$ cat config.mk
export PLATFORM = sky130hd
export DESIGN_NAME = video_capture_scaler
export DESIGN_NICKNAME = d
export VERILOG_FILES = /design/src/rtl/video_capture_scaler.sv
export SDC_FILE = /design/constraint.sdc
export NUM_CORES = 1
export LEC_CHECK = 0
export ABC_AREA = 1
export BUFFER_PORTS_ARGS = -buffer_cell sky130_fd_sc_hd__buf_2
export CAP_MARGIN = 20
export CORE_ASPECT_RATIO = 1.5
export CORE_MARGIN = 2
export CORE_UTILIZATION = 56
export DETAILED_ROUTE_END_ITERATION = 8
export GPL_TIMING_DRIVEN = 0
export HOLD_SLACK_MARGIN = 0.03
export PLACE_DENSITY_LB_ADDON = 0.2
export SYNTH_ARGS = -nofsm -noshare
export SYNTH_HDL_FRONTEND = slang
export SYNTH_SLANG_ARGS = --single-unit
$ cat constraint.sdc
create_clock -name pclk -period 3.3 [get_ports pclk]
set_input_delay 0.165 -clock pclk [delete_from_list [all_inputs] [get_ports pclk]]
set_output_delay 0.165 -clock pclk [all_outputs]
set_load 0.01 [all_outputs]
$ cat src/rtl/video_capture_scaler.sv
// Frame-synchronous video capture with integer horizontal/vertical decimation.
// Kept pixels are written as RGB888 or RGB332 words to a linear frame store.
module video_capture_scaler #(
   parameter int unsigned H_DEC  = 4,
   parameter int unsigned V_DEC  = 4,
   parameter int unsigned ADDR_W = 17,
   parameter int unsigned DEPTH  = 76800,
   parameter bit          VS_POL = 1'b1
) (
   input  logic              pclk,
   input  logic              rstb,
   input  logic [23:0]       pdata,
   input  logic              vde,
   input  logic              vsync,
   input  logic              capture_en,
   input  logic              mode,
   output logic              we,
   output logic [ADDR_W-1:0] waddr,
   output logic [23:0]       wdata,
   output logic              start_frame,
   output logic              overflow,
   output logic [15:0]       frame_cnt
);

   typedef enum logic [1:0] {StIdle, StArmed, StCapture} state_e;

   state_e            state_q;
   logic [1:0]        rst_sync_q;
   logic              rst_sync_n;
   logic              vs_q;
   logic              vde_q;
   logic [4:0]        col_q;
   logic [4:0]        row_q;
   logic              mode_q;
   logic [ADDR_W:0]   wptr_q;
   logic              we_q;
   logic [ADDR_W-1:0] waddr_q;
   logic [23:0]       wdata_q;
   logic              start_q;
   logic              ovf_q;
   logic [15:0]       frame_cnt_q;

   logic              frame_edge;
   logic              vde_rise;
   logic              vde_fall;
   logic [4:0]        col_cur;
   logic              keep;
   logic              room;
   logic [23:0]       pix_fmt;

   // Assert asynchronously, release two pclk edges after rstb rises.
   always_ff @(posedge pclk or negedge rstb) begin
      if (!rstb) begin
         rst_sync_q <= 2'b00;
      end else begin
         rst_sync_q <= {rst_sync_q[0], 1'b1};
      end
   end

   assign rst_sync_n = rst_sync_q[1];

   always_comb begin
      frame_edge = (vsync == VS_POL) && (vs_q != VS_POL);
      vde_rise   = vde && !vde_q;
      vde_fall   = !vde && vde_q;
      col_cur    = vde_rise ? 5'd0 : col_q;
      keep       = vde && (col_cur == 5'd0) && (row_q == 5'd0) &&
                   (state_q == StCapture) && !frame_edge;
      room       = wptr_q < (ADDR_W + 1)'(DEPTH);
      pix_fmt    = mode_q ? {16'h0, pdata[23:21], pdata[15:13], pdata[7:6]} : pdata;
   end

   always_ff @(posedge pclk or negedge rst_sync_n) begin
      if (!rst_sync_n) begin
         state_q     <= StIdle;
         vs_q        <= 1'b0;
         vde_q       <= 1'b0;
         col_q       <= 5'd0;
         row_q       <= 5'd0;
         mode_q      <= 1'b0;
         wptr_q      <= '0;
         we_q        <= 1'b0;
         waddr_q     <= '0;
         wdata_q     <= 24'h0;
         start_q     <= 1'b0;
         ovf_q       <= 1'b0;
         frame_cnt_q <= 16'h0;
      end else begin
         vs_q    <= vsync;
         vde_q   <= vde;
         we_q    <= 1'b0;
         start_q <= 1'b0;
         if (vde) begin
            col_q <= (col_cur == 5'(H_DEC - 1)) ? 5'd0 : col_cur + 5'd1;
         end
         if (vde_fall) begin
            row_q <= (row_q == 5'(V_DEC - 1)) ? 5'd0 : row_q + 5'd1;
         end
         case (state_q)
            StIdle: begin
               if (capture_en) begin
                  state_q <= StArmed;
               end
            end
            StArmed: begin
               if (!capture_en) begin
                  state_q <= StIdle;
               end else if (frame_edge) begin
                  state_q <= StCapture;
                  start_q <= 1'b1;
                  waddr_q <= '0;
                  wptr_q  <= '0;
                  ovf_q   <= 1'b0;
                  row_q   <= 5'd0;
                  mode_q  <= mode;
               end
            end
            StCapture: begin
               if (frame_edge) begin
                  frame_cnt_q <= frame_cnt_q + 16'd1;
                  if (capture_en) begin
                     start_q <= 1'b1;
                     waddr_q <= '0;
                     wptr_q  <= '0;
                     ovf_q   <= 1'b0;
                     row_q   <= 5'd0;
                     mode_q  <= mode;
                  end else begin
                     state_q <= StIdle;
                  end
               end else if (keep) begin
                  // Past DEPTH writes the address freezes at the last written word.
                  if (room) begin
                     we_q    <= 1'b1;
                     waddr_q <= wptr_q[ADDR_W-1:0];
                     wdata_q <= pix_fmt;
                     wptr_q  <= wptr_q + (ADDR_W + 1)'(1);
                  end else begin
                     ovf_q <= 1'b1;
                  end
               end
            end
            default: state_q <= StIdle;
         endcase
      end
   end

   assign we          = we_q;
   assign waddr       = waddr_q;
   assign wdata       = wdata_q;
   assign start_frame = start_q;
   assign overflow    = ovf_q;
   assign frame_cnt   = frame_cnt_q;

endmodule
==> results.py, run 1 <==
metrics = {
    "placed_design": {
        "portBuffers": 89,
        "post-dp-hpwl_mm": 8.19,
        "dp_slack_ps": 1160,
        "finalWeightedCongestion": 0.936,
    },
    "sta": {
        "period_minus_slack_ps": 2230,
        "finClkSkew_ps": 5.41,
        "tightest_slew_ps": 538,
        "slew_viol_final": 0,
        "hold_viol_final": 0,
        "period_share_pct": 67.5,
        "setup_viol": 0,
        "timing.slew.headroom_pct": 64.1,
        "fmax_mhz": 449,
        "timing.final.ws_setup_ps": 1070,
        "rsz0062_at_grt": "false",
    },
    "clock_network": {
        "post_cts_buffers": 0,
        "cts_tree": "built",
        "clk_latency_ps": 340,
        "post_cts_resized": 0,
        "cts.htree.levels": 3,
        "cts_sinks": 95,
        "clkTransAtPathRegs_ps": 60,
        "cts-root-buf": "clkbuf_16",
        "cts-buffers-inserted": 9,
        "holdBufCountCts": 4,
        "clock_path_buffers": 2,
    },
    "floorplanning": {
        "design.core.area_um2": 8460,
        "initial_utilization_pct": 58.0,
        "rows": 41,
        "die_y_um": 119,
        "die-area_um2": 9550,
        "die_w_um": 80.5,
        "ioPinCount": 90,
    },
    "critical_path": {
        "crit_type": "in2reg",
        "endpoint_kind": "register",
        "cp.required_ps": 3530,
        "crit_chain": "dlygate4sd3_1 > buf_2 > inv_1 > nor2_1 > nor2_1 > inv_1 > ha_1 > nand3_1 > nor2_1 > nand3_1 > nor2_8 > inv_4 > buf_6 > nand2_1 > nand2_1",
        "start_kind": "input port",
        "critPathBufInv": 6,
        "cp_top_family": "simple AND/OR/NAND/NOR gates",
        "critPathMaxFanout": 10,
        "slowest_delay_ps": 510,
        "worst_path_max_delay_cell": "dlygate4sd3_1",
        "cpMostUsedCell": "nor2_1",
        "worst_ep_arrival_time_ps": 2460,
    },
    "power_and_ir_drop": {
        "p_per_area_nw_per_um2": 636,
        "vdd.ir_drop.worst_uv": 391,
        "p_leak_nw": 3.28,
    },
    "layout": {
        "n_antenna_cell": 0,
        "final_common_cell": "nand2_1",
        "nNetsFinal": 763,
        "syn2layout_area_growth_pct": 18.7,
        "layout-drive-gt1-share_pct": 21.3,
        "finish.utilization_pct": 68.9,
        "mostFrequentLayoutCells": "nand2_1, dfrtp_1, buf_2",
    },
    "detailed_routing": {
        "vias_per_cell": 5.10,
        "postRouteAntennaNets": 0,
        "drt_iter0_drc": 292,
        "wirelength_mm": 11.0,
        "wl_per_cell_um": 13.2,
        "vias": 4257,
        "firstDrtPassIters": 4,
        "drcViolationCount": 0,
    },
    "synthesis": {
        "synthDistinctLibCells": 39,
        "synthCells": 619,
        "synth_top_area_share_pct": 48.4,
        "synthTopCellsByArea": "dfrtp_1, nand2_1, nand3_1",
        "synth_top_area_cell": "dfrtp_1",
        "synth-async-reset-ratio_pct": 100,
        "syn_area_um2": 4910,
        "syn-num-nets": 658,
        "synth-edff-count": 0,
        "yosys_warnings": 0,
        "seq_area_frac_synth_pct": 48.4,
        "yosys_register_bits": 95,
        "ys.flop_type": "dfrtp_1",
        "syn_area_per_cell_um2": 7.93,
    },
    "global_routing": {
        "grt_usage_pct": 24.7,
        "grt_pass1_wl_mm": 18.6,
        "grt-ovfl-total": 0,
        "grt_pass1_vias": 4198,
        "grt_max_degree": 56,
        "antenna_found_initial": 0,
    },
    "run": {
        "max_cap_viol_count": 0,
    },
    "status": {
        "outcome": "finished, final reports clean",
    },
    "hold_path": {
        "hold_path_class": "in2reg",
    },
}
## flip-flops by register name (all words and copies together), names as in the netlist
| name | count |
|---|---|
| rst_sync_q | 2 |
| wptr_q | 18 |
| overflow | 1 |
| wdata | 24 |
| mode_q | 1 |
| vs_q | 1 |
| row_q | 5 |
| frame_cnt | 16 |
| vde_q | 1 |
| col_q | 5 |
| we | 1 |
| waddr | 17 |
| state_q | 2 |
| start_frame | 1 |
## routing by layer
metal	routed length, um	share of wire (%)	up-vias	track usage, %
met5	0	0	-	0
met4	388	3.5	0	12.2
met3	451	4.1	31	4.81
met2	5800	53	115	41.9
met1	4380	40	1972	29.3
li1	-	-	2139	-
## cell families (layout without fill, tap and decap cells)
group	after synthesis	after routing	share of synthesized area, %
xor gates and xnor gates	11	11	1.96
buffers and inverters	72	181	7.01
other	1	1	0.0764
DFF	95	95	48.4
and+or+nand+nor	402	402	36.5
adders and majority gates	9	9	2.29
muxes	1	1	0.204
AOI/OAI and AO/OA	28	28	3.54
## layout make-up
cell class                      instances  area, um2
Fill cell                             733       2640
Sequential cell                        95       2380
Multi-Input combinational cell        452       2190
Timing Repair Buffer                   94        513
Clock buffer                           12        246
Inverter                               55        209
Buffer                                 17        135
Tap cell                              107        134
Clock inverter                          3       20.0
## stage by stage
| step | cell area (um2) | std cells | total power, mW | hold WS (ps) | setup TNS [ps] |
|---|---|---|---|---|---|
| floorplan | 4910 | 619 | 2.37 | -131 | 0 |
| global placement | 5490 | 815 | 2.72 | -49.0 | -48800 |
| detailed placement | 5520 | 816 | 2.78 | -46.0 | 0 |
| CTS | 5830 | 835 | 3.74 | 43.5 | 0 |
| global route | 5830 | 835 | 3.95 | 55.7 | 0 |
| finish | 5830 | 835 | 3.70 | 46.9 | 0 |
## worst register-to-register path, delay by kind of cell, from the launching register on
family	cells	cell delay, ps
simple gates	8	1200
flops	1	380
buf+inv	3	280
fa+ha+maj	1	140
## cells in the mapped netlist, types with 3 or more instances
| cell | number |
|---|---|
| a21oi_1 | 7 |
| ha_1 | 9 |
| inv_1 | 46 |
| clkbuf_1 | 5 |
| xnor2_1 | 3 |
| nand4_1 | 10 |
| xor2_1 | 8 |
| or2_2 | 4 |
| nand2_1 | 259 |
| inv_2 | 8 |
| buf_6 | 9 |
| nand3_1 | 48 |
| nor2_1 | 51 |
| nand2_2 | 8 |
| o21ai_0 | 9 |
| o21bai_1 | 5 |
| nor2_4 | 5 |
| nand3b_1 | 3 |
| nor2_8 | 3 |
| dfrtp_1 | 95 |
## worst paths after layout
| path | startpoint | endpoint | slack [ps] | depth (start not counted) |
|---|---|---|---|---|
| worst max-delay path | vde | wdata[18]$_DFFE_PN0P_ | 1070 | 15 |
| worst min-delay path | pdata[19] | wdata[19]$_DFFE_PN0P_ | 50 | 3 |
| worst max register to register | vde_q$_DFF_PN0_ | wdata[18]$_DFFE_PN0P_ | 1180 | 12 |
| worst min register to register | rst_sync_q[1]$_DFF_PN0_ | row_q[3]$_DFF_PN0_ | 310 | 0 |
| max in group asynchronous | rst_sync_q[1]$_DFF_PN0_ | waddr[2]$_DFFE_PN0P_ | 2350 | 1 |
| min in group asynchronous | rstb | rst_sync_q[1]$_DFF_PN0_ | 130 | 2 |
## power breakdown
group | switching (mW) | internal, mW | leakage, nW | total, mW
clock | 0.424 | 0.526 | 0.125 | 0.950
sequential | 0.131 | 1.36 | 1.27 | 1.50
combinational | 0.802 | 0.457 | 1.89 | 1.26
total | 1.36 | 2.35 | 3.28 | 3.70
No activity file was read; power rests on OpenSTA's default activity.
==> run 2: changes to the inputs <==
Settings changed: CORE_UTILIZATION 56 to 50.
Clock period 3.3 ns to 1.9 ns, I/O delays scaled along.
==> results.py, run 2 (synthesized netlist as in run 1, its figures left out) <==
metrics = {
    "layout": {
        "largest_reg_flops": 24,
        "final_area_um2": 6420,
        "nFillCells": 803,
        "nNetsFinal": 792,
        "syn2layout_area_growth_pct": 30.8,
        "layout-drive-gt1-share_pct": 28.6,
        "n_antenna_cell": 0,
        "mostFrequentLayoutCells": "nand2_1, dfrtp_1, buf_2",
        "final_common_cell": "nand2_1",
    },
    "hold_path": {
        "hold_path_class": "in2reg",
    },
    "global_routing": {
        "antenna_found_initial": 0,
        "grt_pass1_vias": 4340,
        "grt_usage_pct": 23.0,
        "grt-ovfl-total": 0,
        "grt_pass1_wl_mm": 19.6,
        "grt_max_degree": 67,
    },
    "placed_design": {
        "place_area_um2": 5530,
        "portBuffers": 89,
        "post-dp-hpwl_mm": 8.57,
        "finalWeightedCongestion": 0.905,
    },
    "sta": {
        "fmax_mhz": 510,
        "hold_viol_final": 0,
        "timing.slew.headroom_pct": 65.7,
        "tightest_slew_ps": 515,
        "timing.final.ws_setup_ps": -61.9,
        "finClkSkew_ps": 6.26,
        "slew_viol_final": 0,
        "setup_viol": 41,
        "fin_hold_ws_ps": 44.4,
        "rsz0062_at_grt": "true",
        "period_minus_slack_ps": 1960,
        "period_share_pct": 103,
    },
    "status": {
        "violations": "negative setup slack",
        "outcome": "finished with violations",
    },
    "clock_network": {
        "cts-root-buf": "clkbuf_16",
        "clock_path_buffers": 2,
        "cts_sinks": 95,
        "cts.htree.levels": 3,
        "clkTransAtPathRegs_ps": 70,
        "cts_tree": "built",
        "clk_latency_ps": 350,
        "cts-buffers-inserted": 9,
    },
    "floorplanning": {
        "ioPinCount": 90,
        "die-area_um2": 10600,
        "design.core.area_um2": 9630,
        "die_y_um": 125,
        "rows": 44,
        "die_w_um": 84.9,
        "initial_utilization_pct": 51.0,
    },
    "detailed_routing": {
        "drt_iter0_drc": 214,
        "wl_per_cell_um": 14.0,
        "firstDrtPassIters": 5,
        "vias_per_cell": 5.00,
        "vias": 4365,
        "wirelength_mm": 12.2,
        "drcViolationCount": 0,
        "postRouteAntennaNets": 0,
    },
    "critical_path": {
        "start_kind": "register",
        "cpMostUsedCell": "nor2_4",
        "worst_ep_arrival_time_ps": 2250,
        "critPathMaxFanout": 5,
        "endpoint_kind": "register",
        "slowest_delay_ps": 410,
        "cp.required_ps": 2190,
        "worst_path_max_delay_cell": "dfrtp_1",
        "crit_chain": "nor2_4 > nor2_4 > inv_2 > ha_4 > nand3_4 > nor2_4 > nand3_2 > nand2_4 > nand2_4 > nor2_4 > buf_6 > nand2_1 > nand2_1",
        "crit_type": "reg2reg",
    },
    "power_and_ir_drop": {
        "power_mw": 7.15,
        "p_leak_nw": 3.56,
        "p_per_area_nw_per_um2": 1110,
        "vdd.ir_drop.worst_uv": 690,
    },
    "run": {
        "max_cap_viol_count": 0,
    },
}
[run 2: metrics by stage]
step,TNS (ps),util (%),std cells,setup slack (ps)
2_1_floorplan,0,-,619,84.5
3_3_place_gp,-32570,57.1,823,-284
3_5_place_dp,-8550,57.4,824,-219
4_1_cts,0,63.5,864,6.47
5_1_grt,-10090,66.7,873,-216
6_report,-1670,66.7,873,-61.9
[run 2: power by group]
group / internal [mW] / switching (mW)
clock network: 1.06 / 0.809
registers: 2.37 / 0.233
logic: 1.07 / 1.60
total: 4.50 / 2.65
[run 2: final timing paths]
check / startpoint / end / slack [ps] / cells past startpoint
max in group asynchronous: rst_sync_q[1]$_DFF_PN0_ / wptr_q[12]$_DFFE_PN0P_ / 980 / 1
setup / recovery: vde_q$_DFF_PN0_ / wptr_q[6]$_DFFE_PN0P_ / -60 / 13
hold / removal: pdata[3] / wdata[3]$_DFFE_PN0P_ / 40 / 5
setup reg to reg: vde_q$_DFF_PN0_ / wptr_q[6]$_DFFE_PN0P_ / -60 / 13
hold reg to reg: rst_sync_q[1]$_DFF_PN0_ / frame_cnt[15]$_DFFE_PN0P_ / 260 / 0
min in group asynchronous: rstb / rst_sync_q[1]$_DFF_PN0_ / 60 / 2
[run 2: layout make-up]
type                            instances  area (um2)  area share, %
Tap cell                              115         144           2.24
Clock inverter                          6        68.8           1.07
Inverter                               55         209           3.25
Timing Repair Buffer                  123         826           12.9
Clock buffer                           10         239           3.72
Buffer                                 17         150           2.34
Sequential cell                        95        2380           37.1
Multi-Input combinational cell        452        2400           37.4
[run 2: repair_timing]
action,in CTS,in global routing
hold endpoints to repair,21,0
hold buffers,20,0
pin swaps,5,26
setup endpoints to repair,62,67
resized for setup,9,60
gates cloned,1,2
setup buffers,3,7
[run 2: metal layers]
metal / vias to the layer above / track usage (%) / wire, um
li1: 2194 / - / -
met1: 2052 / 25.4 / 4760
met2: 94 / 42.1 / 6730
met3: 25 / 4.16 / 367
met4: 0 / 10.5 / 354
met5: - / 0 / 0
[run 2: worst max-delay path: cells and delay by family, from the launching register on]
family / cells / cell delay [ps]
and+or+nand+nor: 10 / 1090
buffers and inverters: 2 / 240
adders and majority gates: 1 / 150
DFF: 1 / 410
